$ cat config.mk
export PLATFORM = sky130hd
export DESIGN_NAME = drp_reconf_master_flat
export DESIGN_NICKNAME = d
export VERILOG_FILES = /design/src/rtl/drp_reconf_master_if.sv /design/src/rtl/drp_reconf_master.sv /design/src/flat_wrapper.sv
export SDC_FILE = /design/constraint.sdc
export NUM_CORES = 1
export LEC_CHECK = 0
export BUFFER_PORTS_ARGS = -buffer_cell sky130_fd_sc_hd__buf_2
export CORE_MARGIN = 4
export CORE_UTILIZATION = 49
export CTS_BUF_LIST = sky130_fd_sc_hd__clkbuf_8 sky130_fd_sc_hd__clkbuf_16
export DETAILED_ROUTE_END_ITERATION = 10
export PLACE_DENSITY = 0.85
export SLEW_MARGIN = 5
export SYNTH_ARGS = -nofsm -noshare
export SYNTH_HDL_FRONTEND = slang
export SYNTH_SLANG_ARGS = --single-unit
$ cat constraint.sdc
create_clock -name dclk -period 3.1 [get_ports dclk]
set_input_delay 0.31 -clock dclk [delete_from_list [all_inputs] [get_ports dclk]]
set_output_delay 0.31 -clock dclk [all_outputs]
set_load 0.1 [all_outputs]
$ cat src/rtl/drp_reconf_master_if.sv
// DRP port bundle between the reconfiguration master and the PLL.
interface drp_reconf_master_if;
  logic [6:0]  daddr;
  logic        den;
  logic        dwe;
  logic [15:0] di;
  logic [15:0] do_data;  // "do" is a reserved word
  logic        drdy;

  modport master (output daddr, den, dwe, di, input do_data, drdy);
  modport slave  (input daddr, den, dwe, di, output do_data, drdy);
endinterface

$ cat src/rtl/drp_reconf_master.sv
// DRP read-modify-write sequencer that reprograms a PLL from a table and waits for lock.
// Optional watchdog: define DRP_TIMEOUT_EN.
module drp_reconf_master #(
  parameter int NUM_ENTRIES     = 23,
  parameter int IDX_W           = 7,
  parameter int RST_HOLD_CYCLES = 4,
  parameter int TIMEOUT_CYCLES  = 1023
) (
  input  logic                 dclk,
  input  logic                 rst,
  input  logic                 start,
  output logic                 busy,
  output logic                 done,
  output logic                 error,
  output logic [IDX_W-1:0]     tbl_idx,
  input  logic [6:0]           tbl_addr,
  input  logic [15:0]          tbl_mask,
  input  logic [15:0]          tbl_data,
  drp_reconf_master_if.master  drp,
  output logic                 pll_rst,
  input  logic                 locked
);

  typedef enum logic [3:0] {
    S_IDLE, S_RST_HOLD, S_READ, S_WAIT_R, S_WRITE, S_WAIT_W, S_RELEASE, S_WAIT_LOCK, S_DONE
  } state_t;

  localparam int               HOLD_W    = (RST_HOLD_CYCLES > 1) ? $clog2(RST_HOLD_CYCLES) : 1;
  localparam logic [HOLD_W-1:0] HOLD_LAST = HOLD_W'(RST_HOLD_CYCLES - 1);
  localparam logic [IDX_W-1:0]  IDX_LAST  = IDX_W'(NUM_ENTRIES - 1);

  state_t            state, state_nxt;
  logic [HOLD_W-1:0] hold_cnt;
  logic [6:0]        daddr_q;
  logic [15:0]       di_q;
  logic              timeout;

`ifdef DRP_TIMEOUT_EN
  localparam int              WD_W    = $clog2(TIMEOUT_CYCLES + 1);
  localparam logic [WD_W-1:0] WD_LAST = WD_W'(TIMEOUT_CYCLES - 1);

  logic [WD_W-1:0] wd_cnt;
  logic            in_wait;
  logic            wait_met;

  assign in_wait  = (state == S_WAIT_R) || (state == S_WAIT_W) || (state == S_WAIT_LOCK);
  assign wait_met = ((state == S_WAIT_R || state == S_WAIT_W) && drp.drdy) ||
                    (state == S_WAIT_LOCK && locked);
  // A response arriving on the last allowed cycle still counts as success.
  assign timeout  = in_wait && !wait_met && (wd_cnt == WD_LAST);

  always_ff @(posedge dclk) begin
    if (rst || state_nxt != state) wd_cnt <= '0;
    else if (in_wait)              wd_cnt <= wd_cnt + 1'b1;
  end

  always_ff @(posedge dclk) begin
    if (rst)                          error <= 1'b0;
    else if (state == S_IDLE && start) error <= 1'b0;
    else if (timeout)                 error <= 1'b1;
  end
`else
  assign timeout = 1'b0;
  assign error   = 1'b0;
`endif

  always_ff @(posedge dclk) begin
    if (rst) state <= S_IDLE;
    else     state <= state_nxt;
  end

  // NOTE: every output of this block gets a default first, so no path can infer a latch.
  always_comb begin
    state_nxt = state;
    busy      = 1'b0;
    done      = 1'b0;
    pll_rst   = 1'b0;
    drp.den   = 1'b0;
    drp.dwe   = 1'b0;
    unique case (state)
      S_IDLE:      if (start) state_nxt = S_RST_HOLD;
      S_RST_HOLD: begin
        busy    = 1'b1;
        pll_rst = 1'b1;
        if (hold_cnt == HOLD_LAST) state_nxt = S_READ;
      end
      S_READ: begin
        busy      = 1'b1;
        pll_rst   = 1'b1;
        drp.den   = 1'b1;
        state_nxt = S_WAIT_R;
      end
      S_WAIT_R: begin
        busy    = 1'b1;
        pll_rst = 1'b1;
        if (drp.drdy)     state_nxt = S_WRITE;
        else if (timeout) state_nxt = S_IDLE;
      end
      S_WRITE: begin
        busy      = 1'b1;
        pll_rst   = 1'b1;
        drp.den   = 1'b1;
        drp.dwe   = 1'b1;
        state_nxt = S_WAIT_W;
      end
      S_WAIT_W: begin
        busy    = 1'b1;
        pll_rst = 1'b1;
        if (drp.drdy)     state_nxt = (tbl_idx == IDX_LAST) ? S_RELEASE : S_READ;
        else if (timeout) state_nxt = S_IDLE;
      end
      S_RELEASE: begin
        busy      = 1'b1;
        state_nxt = S_WAIT_LOCK;
      end
      S_WAIT_LOCK: begin
        busy = 1'b1;
        if (locked)       state_nxt = S_DONE;
        else if (timeout) state_nxt = S_IDLE;
      end
      S_DONE: begin
        done      = 1'b1;
        state_nxt = S_IDLE;
      end
      default: state_nxt = S_IDLE;
    endcase
  end

  // The table address is combinational on tbl_idx, so it is forwarded during READ
  // and captured for the rest of the entry.
  assign drp.daddr = (state == S_READ) ? tbl_addr : daddr_q;
  assign drp.di    = di_q;

  always_ff @(posedge dclk) begin
    if (rst) begin
      hold_cnt <= '0;
      tbl_idx  <= '0;
      daddr_q  <= '0;
      di_q     <= '0;
    end else begin
      if (state == S_IDLE && start) begin
        hold_cnt <= '0;
        tbl_idx  <= '0;
      end
      if (state == S_RST_HOLD) hold_cnt <= hold_cnt + 1'b1;
      if (state == S_READ)     daddr_q  <= tbl_addr;
      if (state == S_WAIT_R && drp.drdy)
        di_q <= (drp.do_data & tbl_mask) | (tbl_data & ~tbl_mask);
      if (state == S_WAIT_W && drp.drdy && tbl_idx != IDX_LAST)
        tbl_idx <= tbl_idx + 1'b1;
    end
  end

endmodule

$ cat src/flat_wrapper.sv
// flat-port wrapper written by rule: the top's interface ports become plain ports
module drp_reconf_master_flat 
#(
  parameter int NUM_ENTRIES     = 23,
  parameter int IDX_W           = 7,
  parameter int RST_HOLD_CYCLES = 4,
  parameter int TIMEOUT_CYCLES  = 1023
)
  (dclk, rst, start, busy, done, error, tbl_idx, tbl_addr, tbl_mask, tbl_data, pll_rst, locked, drp_daddr, drp_den, drp_dwe, drp_di, drp_do_data, drp_drdy);
  drp_reconf_master_if drp_i ();
  input  logic dclk;
  input  logic rst;
  input  logic start;
  output logic busy;
  output logic done;
  output logic error;
  output logic [IDX_W-1:0] tbl_idx;
  input  logic [6:0] tbl_addr;
  input  logic [15:0] tbl_mask;
  input  logic [15:0] tbl_data;
  output logic pll_rst;
  input  logic locked;
  output wire logic [$bits(drp_i.daddr)-1:0] drp_daddr;
  output wire logic [$bits(drp_i.den)-1:0] drp_den;
  output wire logic [$bits(drp_i.dwe)-1:0] drp_dwe;
  output wire logic [$bits(drp_i.di)-1:0] drp_di;
  input wire logic [$bits(drp_i.do_data)-1:0] drp_do_data;
  input wire logic [$bits(drp_i.drdy)-1:0] drp_drdy;
  assign drp_daddr = drp_i.daddr;
  assign drp_den = drp_i.den;
  assign drp_dwe = drp_i.dwe;
  assign drp_di = drp_i.di;
  assign drp_i.do_data = drp_do_data;
  assign drp_i.drdy = drp_drdy;
  drp_reconf_master #(.NUM_ENTRIES(NUM_ENTRIES), .IDX_W(IDX_W), .RST_HOLD_CYCLES(RST_HOLD_CYCLES), .TIMEOUT_CYCLES(TIMEOUT_CYCLES)) u_core (.dclk(dclk), .rst(rst), .start(start), .busy(busy), .done(done), .error(error), .tbl_idx(tbl_idx), .tbl_addr(tbl_addr), .tbl_mask(tbl_mask), .tbl_data(tbl_data), .drp(drp_i), .pll_rst(pll_rst), .locked(locked));
endmodule
==> run metrics, run 1 <==
status finished, final reports clean; post-CTS setup buffer count 0; fin. max-slew vios 0; remaining global-route overflow 0; Reg power frac 52.8%; Filler Cells Inserted 333; clk_lat worst skew about 0.28 ns; Crit path arrival time 2.26 ns; Req. time, crit path 2.79 ns; Min-Delay Path Class input port to flip-flop; initial core utilization 50.8%; final setup violation count 0; # hold bufs at CTS 0; DR DRC count 0; Worst-path clk slew 0.07 ns; Clk pwr share 34.3%; Clock Path Buffers 2; pre-CTS setup slack 0.775 ns; sequential fraction of the synthesis area 38.5%; Post-Syn Area 1870 um^2; core box area between 3000 and 4000 um^2; worst-path fanout max 16; final hold vios 0; fraction of layout cells with a size suffix above 1 43.4%; Internal 667 uW; Total Die Area 4880 um^2; number of top-level pins 96; First-pass DRT Iterations 4; Syn-to-layout area delta 28.3%; Worst setup SP type flip-flop; final worst slack 0.528 ns; Port Buf Inserts 94; Synth warnings 0; ys flop type dfxtp_1; die extent in x between 60 and 70 um; Leak 1.14 nW; Diodes inserted 0; CTS H-Tree Depth 2; ys async rst share 0%; CTS tree built; Post-synth EDFFs 0; initial antenna violation count 0; Clock Skew around 0.0083 ns; clock sink total 36; Worst Max-Slew Pin Slew slightly above 0.7 ns; final net count 344; area of the multi-input gates about 1100 um^2; DR WL/cell 12.6 um; FF-to-FF path depth 4; Final ANT Viol Nets 0; Synth Instances between 150 and 200; PwrDens about 370 nW/um^2; post-DP HPWL roughly 3100 um; net switching power around 230 uW; Hold Slack between 0.3 and 0.4 ns; CP endpoint kind output pin; Vias 1718; Gate power share 12.9%; Root Driver clkbuf_8; Synth cell types 45; Fmax 389 MHz; total global-route track usage about 18%; post-cts sizing count 0; period utilisation layout 83.0%; synthesized netlist net count approximately 260; final WL 4140 um; post-layout min period 2.57 ns; Peak VDD IR 0.000240 V; hold path cells 3; syn avg cell area 9.71 um^2; vias in the first global route ~1700; vias per inst around 5.2; # rows 22; Seq. cell area 721 um^2; kind of critical path flip-flop to output pin; setup TNS 0 ns; DR iter-0 viols 175; Num CTS Buffers 5; first-pass GRT wire length 6980 um; largest net degree at the start of global routing 38; Net Sw Frac 25.4%; Relative slew margins 51.9%; RSZ-0062 raised after global routing no; routability cong. ~0.77; die height 69.8 um; max cap viols 0; #FFs+latches synth 36
-- per-stage QoR --
step / util, % / cells / power (mW) / instance area, um^2
floorplan: - / 193 / 0.553 / 1880
global placement: 63.1 / 322 / 0.596 / 2330
detailed placement: 63.1 / 322 / 0.598 / 2330
CTS: 65.2 / 329 / 0.905 / 2400
global route: 65.2 / 329 / 0.932 / 2400
finish: 65.2 / 329 / 0.894 / 2400
-- layout by cell type (no fill, tap or decap), types with 4 or more instances in the layout --
cell type and n:
a211oi_1 17, a21oi_1 4, a221o_1 4, and2_1 4, buf_2 94, clkbuf_8 5, dfxtp_1 36, mux2_2 10
mux2i_1 16, nand2_1 4, nor2_1 28, nor2b_1 9, nor4_1 4
-- cells in the mapped netlist (2+ instances only) --
library cell | count | area [um^2]
dfxtp_1 | 36 | 721
nor2_1 | 29 | 109
a211oi_1 | 17 | 128
mux2i_1 | 16 | 160
mux2_2 | 10 | 113
nor2b_1 | 9 | 56.3
a21oi_1 | 4 | 20.0
a221o_1 | 4 | 40.0
and2_1 | 4 | 25.0
buf_2 | 4 | 20.0
nand2_1 | 4 | 15.0
nor3_1 | 4 | 20.0
nor4_1 | 4 | 25.0
buf_4 | 3 | 22.5
buf_6 | 3 | 33.8
clkbuf_1 | 3 | 11.3
ha_1 | 3 | 37.5
nand2b_1 | 3 | 18.8
o21ai_0 | 3 | 15.0
inv_1 | 2 | 7.51
nand3_1 | 2 | 10.0
nand3b_1 | 2 | 15.0
nor4b_4 | 2 | 47.6
-- registers in the layout, indices dropped and copies added (netlist names) --
signal and count:
u_core.tbl_idx 7, u_core.daddr_q 7, u_core.drp.di 16, u_core.state 4, u_core.hold_cnt 2
-- metal layers --
layer  up-vias  routed length (um)  global-route usage, %
met5         -                   0                      0
met4         0                  53                   6.38
met3         5                 459                   7.25
met2        73                2000                   29.9
met1       764                1630                   19.5
li1        876                   -                      -
-- worst paths after layout --
| path | startpoint | end | slack (ns) |
|---|---|---|---|
| max | u_core.state[1] | drp_daddr[4] | 0.53 |
| min | tbl_data[13] | u_core.drp.di[13] | 0.36 |
| max reg2reg | u_core.state[2] | u_core.tbl_idx[3] | 1.09 |
| min reg2reg | u_core.drp.di[9] | u_core.drp.di[9] | 0.49 |
-- kinds of logic after synthesis --
logic type	count (synthesis)	share of synthesized area, %
compound gates	37	15.2
mux	26	14.6
xor+xnor	2	0.935
other cells	1	0.200
buf+inv	16	5.34
fa+ha+maj	3	2.00
flops	36	38.5
simple gates	72	23.4
-- worst max-delay path, cell delays in order, from the launching register on --
cell     delay (ns)
dfxtp_1        0.70
nor4b_4        0.58
mux2_2         0.41
buf_2          0.29
-- power by group through the flow --
stage	Sequential, mW	Combinational (mW)	Clock, mW
finish	0.472	0.115	0.306
global route	0.473	0.126	0.334
CTS	0.472	0.116	0.317
detailed placement	0.483	0.115	0
global placement	0.482	0.113	0
floorplan	0.477	0.0764	0
-- final cells by class --
cell class,instances,area share [%]
Tap cell,48,2.50
Timing Repair Buffer,95,19.9
Sequential cell,36,30.0
Clock inverter,2,0.364
Clock buffer,5,2.86
Multi-Input combinational cell,141,44.1
Inverter,2,0.312
Power figures use the tool's default switching activity.
==> inputs of run 2 (changes only) <==
- CORE_UTILIZATION: 49 -> 45
- PLACE_DENSITY: 0.85 -> 0.79
- clock period: 3.1 -> 2.6 ns (I/O delays scaled with it)
==> run 2 against run 1 <==
  * Via count increased by 2.4%
  * Clock-buffer cell count unchanged
  * Design area increased by 2.3%
  * Hold slack got worse by 0.049 ns
  * Power increased by 31%
  * Sequential share of layout area decreased by 0.67 points
==> run metrics, run 2 (synthesis results as in run 1) <==
die extent in x 72.5 um (+3.9%); # hold bufs at CTS 0 (unchanged); post-CTS setup buffer count 0 (unchanged); Port Buf Inserts 94 (unchanged); status finished, final reports clean; Clock Skew 0.00764 ns (-0.000615 ns); CP endpoint kind output pin; Leak 1.16 nW (+1.9%); CP peak stage delay 0.61 ns (-0.09 ns); clock sink total 36 (unchanged); clk_lat worst skew 0.28 ns (about the same); Diodes inserted 0 (unchanged); Fmax 419 MHz; Worst Max-Slew Pin Slew 0.731 ns (+0.0103 ns); First-pass DRT Iterations 4 (unchanged); core box area 4000 um^2 (+8.4%); total global-route track usage 16.8% (-0.78 points); DR iter-0 viols 179 (+2.3%); Vias 1759 (+2.4%); fin area 2460 um^2 (+2.3%); DR WL/cell 12.7 um (+1.3%); post-cts sizing count 0 (unchanged); slowest CP cell nor4b_4; Syn-to-layout area delta 31.2%; most common cell after layout, fill and taps aside buf_2; Crit path arrival time 2.13 ns (-0.13 ns); Cell Count Post-Placement 326 (+1.2%); CTS tree built; remaining global-route overflow 0 (unchanged); max reg flops 16 (unchanged); largest net degree at the start of global routing 38 (unchanged); vias in the first global route 1649 (-0.061%); RSZ-0062 raised after global routing no; PwrDens 477 nW/um^2 (+28%); Peak VDD IR 0.000329 V (+37%); Worst-path clk slew 0.07 ns (about the same); number of top-level pins 96 (unchanged); DR DRC count 0 (unchanged); Total Die Area 5260 um^2 (+7.9%); initial core utilization 46.9% (-4.0 points); final net count 346 (+0.58%); post-place instance area 2350 um^2 (+1.1%); fraction of layout cells with a size suffix above 1 44.4% (+0.95 points); Clock Path Buffers 2 (unchanged); Req. time, crit path 2.34 ns (-0.45 ns); vias per inst 5.27 (+0.85%); worst-path fanout max 17 (+1); die height 72.5 um (+3.9%); first-pass GRT wire length 7090 um (+1.6%); Filler Cells Inserted 336 (+0.90%); # rows 23 (+4.5%); Final ANT Viol Nets 0 (unchanged); kind of critical path flip-flop to output pin; setup TNS 0 ns (unchanged); crit-path cells nor4b_4 -> mux2_2 -> buf_2; Root Driver clkbuf_8; post-DP HPWL 3260 um (+3.4%); Min-Delay Path Class input port to flip-flop; final hold vios 0 (unchanged); commonest cells after routing, fill and taps aside buf_2, dfxtp_1, nor2_1, a211oi_1, mux2i_1; CTS H-Tree Depth 2 (unchanged); final setup violation count 0 (unchanged); Num CTS Buffers 5 (unchanged); max cap viols 0 (unchanged); fin. max-slew vios 0 (unchanged); Worst setup SP type flip-flop; post-layout min period 2.39 ns; Relative slew margins 51.2% (-0.69 points); final WL 4260 um (+2.9%); Layout Cells excl Fill 334 (+1.5%); period utilisation layout 91.7%; initial antenna violation count 0 (unchanged); routability cong. 0.797 (+3.8%)
run 2: power breakdown:
part	switching [mW]	internal [mW]	total (mW)	leakage (nW)
clock	0.192	0.281	0.472	0.0593
combinational	0.0745	0.0627	0.137	0.808
sequential	0.00954	0.554	0.564	0.290
run 2: metrics by stage:
step	hold WS (ns)	util [%]	setup WS [ns]	total power, mW
after global placement	0.476	58.8	0.555	0.712
after CTS	0.302	61.5	0.203	1.19
after detailed placement	0.489	58.8	0.518	0.714
after floorplan	0.446	-	0.146	0.661
final	0.309	61.5	0.215	1.17
after global routing	0.307	61.5	0.111	1.22
run 2: final timing paths:
| check | slack (ns) | end | cells past startpoint | startpoint |
|---|---|---|---|---|
| min reg2reg | 0.50 | u_core.drp.di[4] | 2 | u_core.drp.di[4] |
| max reg2reg | 0.54 | u_core.drp.di[10] | 5 | u_core.state[0] |
| max | 0.21 | drp_daddr[3] | 3 | u_core.state[2] |
| min | 0.31 | u_core.drp.di[4] | 3 | tbl_data[4] |
run 2: per-layer routing:
metal / wire [um] / global-route usage [%] / vias up
li1: - / - / 886
met4: 53 / 5.33 / 0
met1: 1690 / 19.1 / 798
met3: 425 / 6.23 / 4
met5: 0 / 0 / -
met2: 2090 / 28.9 / 71
run 2: layout make-up:
class	instances	area [um^2]	share of cell area (%)
clock inverter	3	38.8	1.58
clock buffer	5	68.8	2.80
sequential	36	721	29.3
inverter	2	7.51	0.305
multi-input combinational	141	1070	43.4
tap	50	62.6	2.54
timing repair buffer	97	493	20.0
run 2: worst max-delay path: cells and delay by family (launching register included):
kind	cells	cell delay, ns
simple gates	1	0.61
buf+inv	1	0.29
flops	1	0.54
mux	1	0.40
==> inputs of run 3 (changes only) <==
- CAP_MARGIN: default -> 25
- CORE_UTILIZATION: 45 -> 40
- PLACE_DENSITY: 0.79 -> 0.72
==> run 3 against run 2 <==
  * Clock skew decreased by 0.0042 ns
  * Sequential share of layout area about the same
  * Register-to-register slack improved by 0.03 ns
  * Critical path depth unchanged
  * Fmax increased by 0.56%
  * Power about the same
  * Critical endpoint is now drp_daddr[6]
  * Highest routed layer unchanged
==> run metrics, run 3 (synthesis results as in run 1) <==
Clock Path Buffers 2 (unchanged); clk_lat worst skew 0.28 ns (about the same); fin area 2460 um^2 (+0.10%); first-pass GRT wire length 7160 um (+0.97%); routability cong. 0.854 (+7.0%); largest net degree at the start of global routing 38 (unchanged); CTS H-Tree Depth 2 (unchanged); Root Driver clkbuf_8; total global-route track usage 14.7% (-2.1 points); core box area 4440 um^2 (+11%); Fmax 422 MHz (+0.56%); Req. time, crit path 2.34 ns (about the same); commonest cells after routing, fill and taps aside buf_2, dfxtp_1, nor2_1, a211oi_1, mux2i_1; Num CTS Buffers 5 (unchanged); die extent in x 76.5 um (+5.4%); Crit path arrival time 2.11 ns (-0.02 ns); Worst Max-Slew Pin Slew 0.725 ns (-0.00578 ns); PwrDens 476 nW/um^2 (-0.19%); max reg flops 16 (unchanged); Final ANT Viol Nets 0 (unchanged); Relative slew margins 51.6% (+0.39 points); die height 76.5 um (+5.4%); Min-Delay Path Class input port to flip-flop; final WL 4240 um (-0.54%); Port Buf Inserts 94 (unchanged); post-CTS setup buffer count 0 (unchanged); Leak 1.16 nW (unchanged); initial core utilization 42.2% (-4.7 points); Worst-path clk slew 0.07 ns (about the same); Worst setup SP type flip-flop; final setup violation count 0 (unchanged); # rows 24 (+4.3%); setup TNS 0 ns (unchanged); Filler Cells Inserted 411 (+22%); CP endpoint kind output pin; Hold Slack 0.310 ns (+0.000942 ns); Syn-to-layout area delta 31.4%; Clock Skew 0.00345 ns (-0.00420 ns); RSZ-0062 raised after global routing no; most common cell after layout, fill and taps aside buf_2; Total Die Area 5840 um^2 (+11%); DR WL/cell 12.6 um (-1.1%); # hold bufs at CTS 0 (unchanged); pre-CTS setup slack 0.498 ns (-0.0204 ns); DR DRC count 0 (unchanged); fraction of layout cells with a size suffix above 1 44.4% (unchanged); vias in the first global route 1638 (-0.67%); fin. max-slew vios 0 (unchanged); status finished, final reports clean; clock sink total 36 (unchanged); post-layout min period 2.37 ns (-0.0132 ns); Vias 1718 (-2.3%); final net count 346 (unchanged); CTS tree built; initial antenna violation count 0 (unchanged); number of top-level pins 96 (unchanged); max cap viols 0 (unchanged); post-cts sizing count 0 (unchanged); final worst slack 0.228 ns (+0.0132 ns); DR iter-0 viols 61 (-66%); Peak VDD IR 0.000208 V (-37%); Diodes inserted 0 (unchanged); vias per inst 5.11 (-2.9%); kind of critical path flip-flop to output pin; remaining global-route overflow 0 (unchanged); final hold vios 0 (unchanged); post-DP HPWL 3170 um (-2.6%); Seq. cell area 721 um^2 (unchanged); worst-path fanout max 17 (unchanged); area of the multi-input gates 1070 um^2 (unchanged); period utilisation layout 91.2% (-0.51 points); post-place instance area 2350 um^2 (+0.11%); First-pass DRT Iterations 4 (unchanged)
[run 3: cell counts in the layout (fill, tap and decap cells not counted)]
No cell type changed its count.
[run 3: layout make-up]
| type | count | share of cell area [%] |
|---|---|---|
| Clock buffer | 5 | 2.79 |
| Clock inverter | 3 | 1.58 |
| Timing Repair Buffer | 97 | 20.0 |
| Multi-Input combinational cell | 141 | 43.4 |
| Sequential cell | 36 | 29.3 |
| Tap cell | 52 | 2.64 |
| Inverter | 2 | 0.305 |
[run 3: worst max-delay path: stages, from the launching register on]
cell and delay [ns]:
dfxtp_1 0.54, nor4b_4 0.60, mux2_2 0.40, buf_2 0.29
[run 3: power by group]
group          switching, mW  leakage, nW  internal (mW)  total (mW)
registers            0.00928        0.290          0.554       0.564
logic                 0.0748        0.808         0.0626       0.137
clock network          0.191       0.0593          0.280       0.471
[run 3: through the flow]
stage | std cells | power, mW | utilization, %
after floorplan | 193 | 0.661 | -
after global placement | 328 | 0.713 | 53.0
after detailed placement | 328 | 0.715 | 53.0
after CTS | 336 | 1.19 | 55.4
after global routing | 336 | 1.23 | 55.4
final | 336 | 1.17 | 55.4
[run 3: path summary, 6_finish.rpt]
path | from | to | slack (ns) | cells past startpoint
hold / removal | tbl_data[4] | u_core.drp.di[4] | 0.31 | 3
setup / recovery | u_core.state[2] | drp_daddr[6] | 0.23 | 3
hold reg to reg | u_core.drp.di[12] | u_core.drp.di[12] | 0.50 | 2
setup reg to reg | u_core.state[0] | u_core.drp.di[6] | 0.57 | 5
[run 3: layer usage]
metal	vias up	GRT usage [%]	routed length (um)
met2	70	25.1	2010
met4	0	5.25	55
met3	5	5.56	388
met5	-	0	0
met1	760	16.6	1780
li1	883	-	-
